### src/rtl/mem_access_unit_if.sv
// rtl/mem_access_unit_if.sv - request/response handshake bundle for mem_access_unit
interface mem_access_unit_if;
  logic        req_valid;
  logic        req_ready;
  logic        req_write;
  logic [1:0]  req_size;
  logic        req_signed;
  logic [31:0] req_addr;
  logic [31:0] req_wdata;
  logic        resp_valid;
  logic        resp_ready;
  logic [31:0] resp_rdata;
  logic        resp_err;

  modport master (
    output req_valid, req_write, req_size, req_signed, req_addr, req_wdata, resp_ready,
    input  req_ready, resp_valid, resp_rdata, resp_err
  );

  modport slave (
    input  req_valid, req_write, req_size, req_signed, req_addr, req_wdata, resp_ready,
    output req_ready, resp_valid, resp_rdata, resp_err
  );
endinterface

### src/rtl/mem_access_unit.sv
// rtl/mem_access_unit.sv - byte/halfword/word load-store unit over a word-wide memory
module mem_access_unit #(
  parameter int ADDR_BITS = 10
) (
  input  logic               clk,
  input  logic               reset,
  mem_access_unit_if.slave   bus,
  output logic [31:0]        Address,
  output logic [31:0]        Write_data,
  output logic               MemRead,
  output logic               MemWrite,
  input  logic [31:0]        Mem_data
);

  typedef enum logic [1:0] {IDLE, RD, WR, RESP} state_t;

  state_t      state;
  logic [31:0] addr_q;
  logic [1:0]  size_q;
  logic        signed_q;
  logic        write_q;
  logic [31:0] wdata_q;
  logic [31:0] cap_q;
  logic        req_err;

  function automatic logic [31:0] load_extract(input logic [31:0] w, input logic [1:0] off,
                                               input logic [1:0] sz, input logic sg);
    logic [7:0]  b;
    logic [15:0] h;
    b = 8'(w >> {off, 3'b000});
    h = off[1] ? w[31:16] : w[15:0];
    case (sz)
      2'b00:   load_extract = sg ? {{24{b[7]}}, b} : {24'h0, b};
      2'b01:   load_extract = sg ? {{16{h[15]}}, h} : {16'h0, h};
      default: load_extract = w;
    endcase
  endfunction

  // Sub-word stores overlay only the addressed lane(s) onto the word captured in RD.
  function automatic logic [31:0] store_merge(input logic [31:0] w, input logic [31:0] d,
                                              input logic [1:0] off, input logic [1:0] sz);
    logic [31:0] r;
    r = w;
    case (sz)
      2'b00: begin
        case (off)
          2'd0:    r[7:0]   = d[7:0];
          2'd1:    r[15:8]  = d[7:0];
          2'd2:    r[23:16] = d[7:0];
          default: r[31:24] = d[7:0];
        endcase
      end
      2'b01: begin
        if (off[1]) r[31:16] = d[15:0];
        else        r[15:0]  = d[15:0];
      end
      default: r = d;
    endcase
    store_merge = r;
  endfunction

  always_comb begin
    req_err = 1'b0;
    case (bus.req_size)
      2'b01:   req_err = bus.req_addr[0];
      2'b10:   req_err = (bus.req_addr[1:0] != 2'b00);
      2'b11:   req_err = 1'b1;
      default: req_err = 1'b0;
    endcase
    if ((bus.req_addr >> ADDR_BITS) != 32'd0) req_err = 1'b1;
  end

  assign bus.req_ready = (state == IDLE);
  assign Address       = {addr_q[31:2], 2'b00};
  assign Write_data    = store_merge(cap_q, wdata_q, addr_q[1:0], size_q);

  always_ff @(posedge clk) begin
    if (reset) begin
      state          <= IDLE;
      addr_q         <= '0;
      size_q         <= '0;
      signed_q       <= 1'b0;
      write_q        <= 1'b0;
      wdata_q        <= '0;
      cap_q          <= '0;
      MemRead        <= 1'b0;
      MemWrite       <= 1'b0;
      bus.resp_valid <= 1'b0;
      bus.resp_err   <= 1'b0;
      bus.resp_rdata <= '0;
    end else begin
      case (state)
        IDLE: begin
          if (bus.req_valid) begin
            addr_q   <= bus.req_addr;
            size_q   <= bus.req_size;
            signed_q <= bus.req_signed;
            write_q  <= bus.req_write;
            wdata_q  <= bus.req_wdata;
            if (req_err) begin
              state          <= RESP;
              bus.resp_valid <= 1'b1;
              bus.resp_err   <= 1'b1;
              bus.resp_rdata <= '0;
            end else if (bus.req_write && bus.req_size == 2'b10) begin
              state    <= WR;
              MemWrite <= 1'b1;
            end else begin
              state   <= RD;
              MemRead <= 1'b1;
            end
          end
        end
        RD: begin
          cap_q   <= Mem_data;
          MemRead <= 1'b0;
          if (write_q) begin
            state    <= WR;
            MemWrite <= 1'b1;
          end else begin
            state          <= RESP;
            bus.resp_valid <= 1'b1;
            bus.resp_err   <= 1'b0;
            bus.resp_rdata <= load_extract(Mem_data, addr_q[1:0], size_q, signed_q);
          end
        end
        WR: begin
          MemWrite       <= 1'b0;
          state          <= RESP;
          bus.resp_valid <= 1'b1;
          bus.resp_err   <= 1'b0;
          bus.resp_rdata <= '0;
        end
        RESP: begin
          if (bus.resp_ready) begin
            state          <= IDLE;
            bus.resp_valid <= 1'b0;
            bus.resp_err   <= 1'b0;
            bus.resp_rdata <= '0;
          end
        end
        default: state <= IDLE;
      endcase
    end
  end

endmodule

### src/flat_wrapper.sv
// flat-port wrapper written by rule: the top's interface ports become plain ports
module mem_access_unit_flat 
#(
  parameter int ADDR_BITS = 10
)
  (clk, reset, Address, Write_data, MemRead, MemWrite, Mem_data, bus_req_valid, bus_req_write, bus_req_size, bus_req_signed, bus_req_addr, bus_req_wdata, bus_resp_ready, bus_req_ready, bus_resp_valid, bus_resp_rdata, bus_resp_err);
  mem_access_unit_if bus_i ();
  input  logic clk;
  input  logic reset;
  output logic [31:0] Address;
  output logic [31:0] Write_data;
  output logic MemRead;
  output logic MemWrite;
  input  logic [31:0] Mem_data;
  input wire logic [$bits(bus_i.req_valid)-1:0] bus_req_valid;
  input wire logic [$bits(bus_i.req_write)-1:0] bus_req_write;
  input wire logic [$bits(bus_i.req_size)-1:0] bus_req_size;
  input wire logic [$bits(bus_i.req_signed)-1:0] bus_req_signed;
  input wire logic [$bits(bus_i.req_addr)-1:0] bus_req_addr;
  input wire logic [$bits(bus_i.req_wdata)-1:0] bus_req_wdata;
  input wire logic [$bits(bus_i.resp_ready)-1:0] bus_resp_ready;
  output wire logic [$bits(bus_i.req_ready)-1:0] bus_req_ready;
  output wire logic [$bits(bus_i.resp_valid)-1:0] bus_resp_valid;
  output wire logic [$bits(bus_i.resp_rdata)-1:0] bus_resp_rdata;
  output wire logic [$bits(bus_i.resp_err)-1:0] bus_resp_err;
  assign bus_i.req_valid = bus_req_valid;
  assign bus_i.req_write = bus_req_write;
  assign bus_i.req_size = bus_req_size;
  assign bus_i.req_signed = bus_req_signed;
  assign bus_i.req_addr = bus_req_addr;
  assign bus_i.req_wdata = bus_req_wdata;
  assign bus_i.resp_ready = bus_resp_ready;
  assign bus_req_ready = bus_i.req_ready;
  assign bus_resp_valid = bus_i.resp_valid;
  assign bus_resp_rdata = bus_i.resp_rdata;
  assign bus_resp_err = bus_i.resp_err;
  mem_access_unit #(.ADDR_BITS(ADDR_BITS)) u_core (.clk(clk), .reset(reset), .bus(bus_i), .Address(Address), .Write_data(Write_data), .MemRead(MemRead), .MemWrite(MemWrite), .Mem_data(Mem_data));
endmodule
### config.mk
export PLATFORM = sky130hd
export DESIGN_NAME = mem_access_unit_flat
export DESIGN_NICKNAME = d
export VERILOG_FILES = /design/src/rtl/mem_access_unit_if.sv /design/src/rtl/mem_access_unit.sv /design/src/flat_wrapper.sv
export SDC_FILE = /design/constraint.sdc
export NUM_CORES = 1
export LEC_CHECK = 0
export CORE_ASPECT_RATIO = 1.4
export CORE_MARGIN = 2
export CORE_UTILIZATION = 52
export CTS_BUF_LIST = sky130_fd_sc_hd__clkbuf_8 sky130_fd_sc_hd__clkbuf_16
export CTS_CLUSTER_SIZE = 40
export DETAILED_ROUTE_END_ITERATION = 10
export DONT_BUFFER_PORTS = 1
export GPL_TIMING_DRIVEN = 0
export PLACE_DENSITY_LB_ADDON = 0.25
export SYNTH_ARGS = -nofsm -noshare
export SYNTH_HDL_FRONTEND = slang
export SYNTH_SLANG_ARGS = --single-unit
export TNS_END_PERCENT = 5
### constraint.sdc
create_clock -name clk -period 4.22 [get_ports clk]
set_input_delay 0.633 -clock clk [delete_from_list [all_inputs] [get_ports clk]]
set_output_delay 0.633 -clock clk [all_outputs]
set_load 0.02 [all_outputs]
==> results of run 1 <==
[flip-flops by register name (all words and copies together) (netlist names)]
name / count
u_core.addr_q: 32
u_core.bus.resp_rdata: 32
u_core.cap_q: 32
u_core.wdata_q: 32
u_core.size_q: 2
u_core.state: 2
u_core.MemRead: 1
u_core.MemWrite: 1
u_core.bus.resp_err: 1
u_core.bus.resp_valid: 1
u_core.signed_q: 1
u_core.write_q: 1
[kinds of logic (layout without fill, tap and decap cells)]
| logic type | count (synthesis) | after routing | share of synthesized area (%) |
|---|---|---|---|
| simple gates | 301 | 301 | 19.9 |
| compound gates | 197 | 197 | 20.4 |
| flops | 138 | 138 | 42.1 |
| buf+inv | 108 | 138 | 8.43 |
| mux | 50 | 50 | 8.16 |
| fa+ha+maj | 5 | 5 | 0.954 |
| other cells | 1 | 2 | 0.0572 |
[worst min path at each step]
stage,to
floorplan,u_core.wdata_q[16]
global placement,u_core.addr_q[31]
detailed placement,u_core.addr_q[31]
CTS,u_core.wdata_q[28]
global route,u_core.wdata_q[8]
finish,u_core.wdata_q[28]
[through the flow]
| step | hold slack (ns) | setup WS, ns | std cells | power [mW] |
|---|---|---|---|---|
| finish | 0.346 | 0.619 | 981 | 4.82 |
| global route | 0.342 | 0.585 | 981 | 5.05 |
| CTS | 0.341 | 0.699 | 981 | 4.81 |
| floorplan | 0.436 | 1.69 | 801 | 3.05 |
| global placement | 0.442 | 1.16 | 951 | 3.38 |
| detailed placement | 0.447 | 1.15 | 951 | 3.43 |
[synthesized netlist by cell type, drive strengths merged (9+ instances only)]
cell | count | area (sq um)
nand2 | 180 | 676
dfxtp | 138 | 2760
a21oi | 91 | 455
nor2 | 59 | 224
buf | 47 | 324
clkbuf | 45 | 169
mux2i | 40 | 400
nand2b | 27 | 169
a22o | 25 | 219
o22ai | 17 | 106
inv | 15 | 56.3
nor3b | 10 | 86.3
a222oi | 9 | 90.1
[cell usage in the layout (no fill, tap or decap), types with 19 or more instances in the layout]
master,instances
inv_1,19
nand2b_1,27
a21oi_1,91
a22o_1,25
nand2_1,180
nor2_1,58
mux2i_1,40
clkbuf_1,45
buf_4,33
dfxtp_1,138
[metal layers]
layer | track usage [%] | vias up
met5 | 0 | -
met4 | 17.6 | 0
met3 | 8.53 | 73
met2 | 50.2 | 315
met1 | 32.0 | 2785
li1 | - | 2796
[power groups by stage]
stage | Clock (mW) | Combinational (mW) | Sequential, mW
final | 1.38 | 1.63 | 1.80
after global routing | 1.45 | 1.78 | 1.82
after CTS | 1.40 | 1.62 | 1.80
after detailed placement | 0 | 1.61 | 1.82
after global placement | 0 | 1.57 | 1.81
after floorplan | 0 | 1.32 | 1.74
[cell type report]
class / instances / share of cell area (%)
flip-flops and latches: 138 / 37.9
plain buffers: 92 / 6.76
clock buffers: 17 / 5.83
well taps: 150 / 2.57
multi-input cells: 555 / 44.5
clock inverters: 13 / 1.60
inverters: 16 / 0.824
==> qor.txt, run 1 <==
Status -> completed
Register area share after synthesis -> 42.1%
Crit path from -> u_core.addr_q[1]
Register Area -> 2760 sq um
Fin nets -> 929
CTS tree -> built
Crit-path most repeated cell -> clkbuf_1
Vias in the first global route -> 5685
Post-synth EDFFs -> 0
Max Transition Viols Final -> 0
Clk slew on worst S/H paths -> 0.06 ns
Period minus WS final -> 3.60 ns
Hold Fails Final Rpt -> 0
Worst R2R Path Depth -> 8
Final setup viols -> 0
Final TNS setup -> 0 ns
HP Start -> bus_req_wdata[28]
Peak VDD IR -> 0.302 mV
Count of different cell masters after synthesis -> 47
CP Class -> flip-flop to output port
Final wirelength -> 20700 microns
Reg-to-Reg Start -> u_core.state[0]
Initial Util -> 53.3%
DR WL/cell -> 21.1 microns
Cell count along the critical path -> 5
Setup repair bufs after CTS -> 0
Input/output buffers -> 0
H-tree levels -> 4
Fin util -> 59.2%
Required time worst endpoint -> 3.59 ns
Die area -> 13500 sq um
PwrDens -> 660 nW/um^2
Root Buffer -> clkbuf_16
Hold Crit Class -> primary input to flip-flop
Site Rows -> 48
Post-cts repair resize count -> 0
Psw -> 1.83 mW
Lkg Pwr -> 2.81 nW
Fillers -> 1132
Slew headroom -> 40.7%
1st-pass router iterations -> 5
Reg-to-reg setup timing slack -> 1.53 ns
Area Growth Syn to Fin -> 11.2%
Vias per inst -> 6.08
Worst setup EP type -> output port
Mean Syn Cell Area -> 8.20 sq um
Hold path depth -> 2
Max_cap viols -> 0
Worst Path Buf+Inv -> 3
Met2 WL -> 10200 microns
Synthesized area -> 6560 sq um
Drt drc -> 0
Largest delay share family, worst path -> buffers and inverters
DIE HEIGHT -> 137 microns
Arr. time, crit path -> 2.97 ns
WL met1 -> 7250 microns
Comb pwr share -> 33.9%
Internal Power -> 2.98 mW
Fin area -> 7290 sq um
GRT Overall Usage -> 29.3%
Cts hold-fix bufs -> 0
Initial antenna violation count -> 0
Final period util -> 85.3%
Initial DRC Count -> 493
Die width -> 98.9 microns
Reg power frac -> 37.5%
Vias -> 5969
Worst setup endpoint -> Write_data[14]
Post-synth ARST share -> 0%
Largest stage delay on the critical path -> 0.78 ns
Share of layout cells above drive strength 1 -> 9.99%
Clock Tree Buf Depth -> 2
Routed Antenna Nets -> 0
DR top layer -> met4
Worst path slowest cell -> a221oi_1
Multi-input gate area -> 3250 sq um
Synth Register Bits -> 138
Routed wl met3 -> 2070 microns
TritonCTS buffer count -> 17
Fmax achieved -> 0.278 GHz
Core Region -> 12300 sq um
Clock Power Share -> 28.7%
Cells after Synth -> 800
CP startpoint kind -> flip-flop
Antenna diode instance count -> 0
Ys flop type -> dfxtp_1
Total gr overflow -> 0
Clk_lat worst skew -> 0.42 ns
Largest net degree at the start of global routing -> 17
Clk sinks -> 138
Crit-path max FO -> 10
Detail Placement HPWL -> 15900 microns
First-pass GRT wire length -> 30500 microns
Worst slew pin tran -> 0.890 ns
End of the worst register-to-register path -> u_core.bus.resp_rdata[20]
Placed cell areas -> 6750 sq um
RSZ-0062 raised after global routing -> false
Ys Warns -> 0
Crit path cell chain -> clkbuf_1 > clkbuf_1 > buf_1 > o22ai_1 > a221oi_1
GP Congestion -> 0.936
I/O Pins -> 205
Switching Share -> 38.1%
Setup Skew -> 0.00506 ns
No activity file was read; power rests on OpenSTA's default activity.
==> run 2, diff against run 1 <==
- ABC_AREA: unset -> 1
- clock period: 4.22 -> 3.96 ns (I/O delays scaled with it)
==> run 2 against run 1 <==
Final area up 6.9%. Clock skew up 0.0042 ns. Count of clock-buffer cells in the layout up 1. Sequential share of layout area down 2.4 points. Power up 30%. Critical path depth unchanged. Synthesized area up 6.2%. Synthesized cell count up 25%. Setup slack better by 0.43 ns. Die area up 6.0%. Wire length up 5.6%. Critical endpoint is now Write_data[26].
==> qor.txt, run 2 <==
Fmax achieved -> 0.344 GHz
DR WL/cell -> 18.0 microns (-15%)
Hold path endpoint -> u_core.cap_q[0]
DIE HEIGHT -> 141 microns (+3.0%)
Worst slew pin tran -> 0.743 ns (-0.147 ns)
GP Congestion -> 0.968 (+3.4%)
Register area share after synthesis -> 39.7% (-2.5 points)
Max_cap viols -> 0 (unchanged)
Vias -> 6603 (+11%)
Final setup viols -> 0 (unchanged)
Count of different cell masters after synthesis -> 41 (-13%)
Ys Warns -> 0 (unchanged)
Hold Fails Final Rpt -> 0 (unchanged)
TritonCTS buffer count -> 17 (unchanged)
Slew headroom -> 50.0% (+9.3 points)
Area Growth Syn to Fin -> 11.9%
Total gr overflow -> 0 (unchanged)
End of the worst register-to-register path -> u_core.addr_q[20]
Arr. time, crit path -> 2.31 ns (-0.66 ns)
CP Class -> flip-flop to output port
Share of layout cells above drive strength 1 -> 12.7% (+2.7 points)
Core Region -> 13200 sq um (+7.2%)
Commonest non-fill, non-tap cells in the layout -> nor2_1 (228), nand2_1 (148), dfxtp_1 (138)
Clk sinks -> 138 (unchanged)
Final period util -> 73.4%
Detail Placement HPWL -> 16900 microns (+6.1%)
Peak VDD IR -> 0.391 mV (+29%)
Max Transition Viols Final -> 0 (unchanged)
Top-area cell type share of the netlist area -> 39.7% (-2.5 points)
Worst setup EP type -> output port
Largest net degree at the start of global routing -> 17 (unchanged)
H-tree levels -> 4 (unchanged)
Pre-CTS setup slack -> 1.57 ns (+0.414 ns)
Hold path depth -> 2 (unchanged)
Most common cell in the netlist -> nor2_1
Fillers -> 1241 (+9.6%)
Vias per inst -> 5.44 (-11%)
Die area -> 14300 sq um (+6.0%)
Setup repair bufs after CTS -> 0 (unchanged)
Post-synth ARST share -> 0% (unchanged)
Reg-to-reg setup timing slack -> 1.61 ns (+0.08 ns)
Cts hold-fix bufs -> 0 (unchanged)
Synth Register Bits -> 138 (unchanged)
Initial Util -> 52.8% (-0.51 points)
Post-cts repair resize count -> 0 (unchanged)
Multi-input gate area -> 3440 sq um (+5.9%)
Hold Crit Class -> primary input to flip-flop
HP Start -> Mem_data[0]
Synthesized area -> 6960 sq um (+6.2%)
CTS tree -> built
Initial DRC Count -> 448 (-9.1%)
Input/output buffers -> 0 (unchanged)
Synth top area cells -> dfxtp_1 (40%), nor2_1 (12%), o21ai_0 (9.1%)
Fin nets -> 1128 (+21%)
Cells after Synth -> 999 (+25%)
Initial antenna violation count -> 0 (unchanged)
Final wirelength -> 21800 microns (+5.6%)
1st-pass router iterations -> 7 (+2)
Crit-path max FO -> 10 (unchanged)
Routed Antenna Nets -> 0 (unchanged)
Final TNS setup -> 0 ns (unchanged)
Root Buffer -> clkbuf_16
Mean Syn Cell Area -> 6.97 sq um (-15%)
PwrDens -> 801 nW/um^2 (+21%)
Clock Tree Buf Depth -> 2 (unchanged)
Worst R2R Path Depth -> 8 (unchanged)
Drt drc -> 0 (unchanged)
RSZ-0062 raised after global routing -> false
Commonest non-fill, non-tap cell in the layout -> nor2_1
Fin util -> 59.1% (-0.18 points)
Post-synth EDFFs -> 0 (unchanged)
Antenna diode instance count -> 0 (unchanged)
Synth area leader -> dfxtp_1
CP startpoint kind -> flip-flop
Lkg Pwr -> 3.11 nW (+11%)
Reg-to-Reg Start -> u_core.state[1]
Die width -> 102 microns (+2.9%)
Clk slew on worst S/H paths -> 0.06 ns (about the same)
Required time worst endpoint -> 3.37 ns (-0.22 ns)
Clk_lat worst skew -> 0.43 ns (about the same)
Commonest cells in the synthesized netlist -> nor2_1 (228), nand2_1 (148), dfxtp_1 (138), o21ai_0 (126), a21oi_1 (52)
Vias in the first global route -> 6181 (+8.7%)
Final setup margin -> 1.05 ns (+0.433 ns)
Period minus WS final -> 2.91 ns
Site Rows -> 50 (+4.2%)
First-pass GRT wire length -> 33000 microns (+8.2%)
Status -> completed
Register Area -> 2760 sq um (unchanged)
Setup Skew -> 0.00930 ns (+0.00425 ns)
Ys flop type -> dfxtp_1
GRT Overall Usage -> 30.1% (+0.82 points)
I/O Pins -> 205 (unchanged)
==> run 2: changes by cell type after synthesis, sizes merged, moves of 27 or more <==
cell    delta
nand3     +30
mux2i     -40
a21oi     -29
nor2     +182
o21ai    +127
inv       +42
nand2b    -27
==> run 2: through the flow <==
| stage | total power, mW | cells | area, sq um | hold slack (ns) |
|---|---|---|---|---|
| 6_report | 6.24 | 1214 | 7790 | 0.311 |
| 5_1_grt | 6.61 | 1214 | 7790 | 0.311 |
| 4_1_cts | 6.23 | 1214 | 7790 | 0.310 |
| 3_5_place_dp | 4.61 | 1182 | 7200 | 0.473 |
| 3_3_place_gp | 4.57 | 1182 | 7200 | 0.464 |
| 2_1_floorplan | 4.03 | 1000 | 6970 | 0.450 |
==> run 2: kinds of logic after synthesis <==
family                   count (synthesis)  synth area share (%)
flip-flops                             138                  39.7
AND/OR/NAND/NOR                        452                  27.2
adder cells (fa/ha/maj)                  5                 0.898
other                                    1                0.0538
AO/OA/AOI/OAI                          251                  21.1
buffers and inverters                  152                  11.0
==> run 2: final cells by class <==
cell class                      instances  share of cell area, %
Buffer                                 94                   7.06
Clock buffer                           18                   5.63
Clock inverter                         14                   2.05
Tap cell                              182                   2.92
Sequential cell                       138                   35.4
Multi-Input combinational cell        710                   44.1
Inverter                               58                   2.79
==> run 2: per-layer routing <==
layer / wire length (microns) / vias to the layer above / track usage, %
li1: - / 3274 / -
met1: 8230 / 2937 / 34.0
met2: 10400 / 328 / 49.9
met3: 2170 / 64 / 10.1
met4: 1030 / 0 / 15.3
met5: 0 / - / 0
==> run 2: critical path, cell delays in order, from the launching register on <==
cell and delay, ns:
dfxtp_1 0.45, inv_2 0.11, clkbuf_1 0.23, nor2_1 0.39, inv_1 0.19, o2111ai_1 0.52
==> run 2: how the worst max path moves through the flow <==
stage               slack (ns)        startpoint  cells past startpoint                 to
floorplan                 1.89  u_core.addr_q[1]                      5     Write_data[11]
global placement          1.60  u_core.addr_q[1]                      5     Write_data[12]
detailed placement        1.57             reset                      6  u_core.addr_q[31]
CTS                       1.12  u_core.addr_q[1]                      5     Write_data[11]
global route              0.90  u_core.addr_q[1]                      7     Write_data[30]
finish                    1.05  u_core.addr_q[1]                      5     Write_data[26]
==> run 2: where the power goes <==
group          internal [mW]  switching [mW]
sequential              1.76           0.311
combinational          0.757            1.79
clock                  0.957           0.666
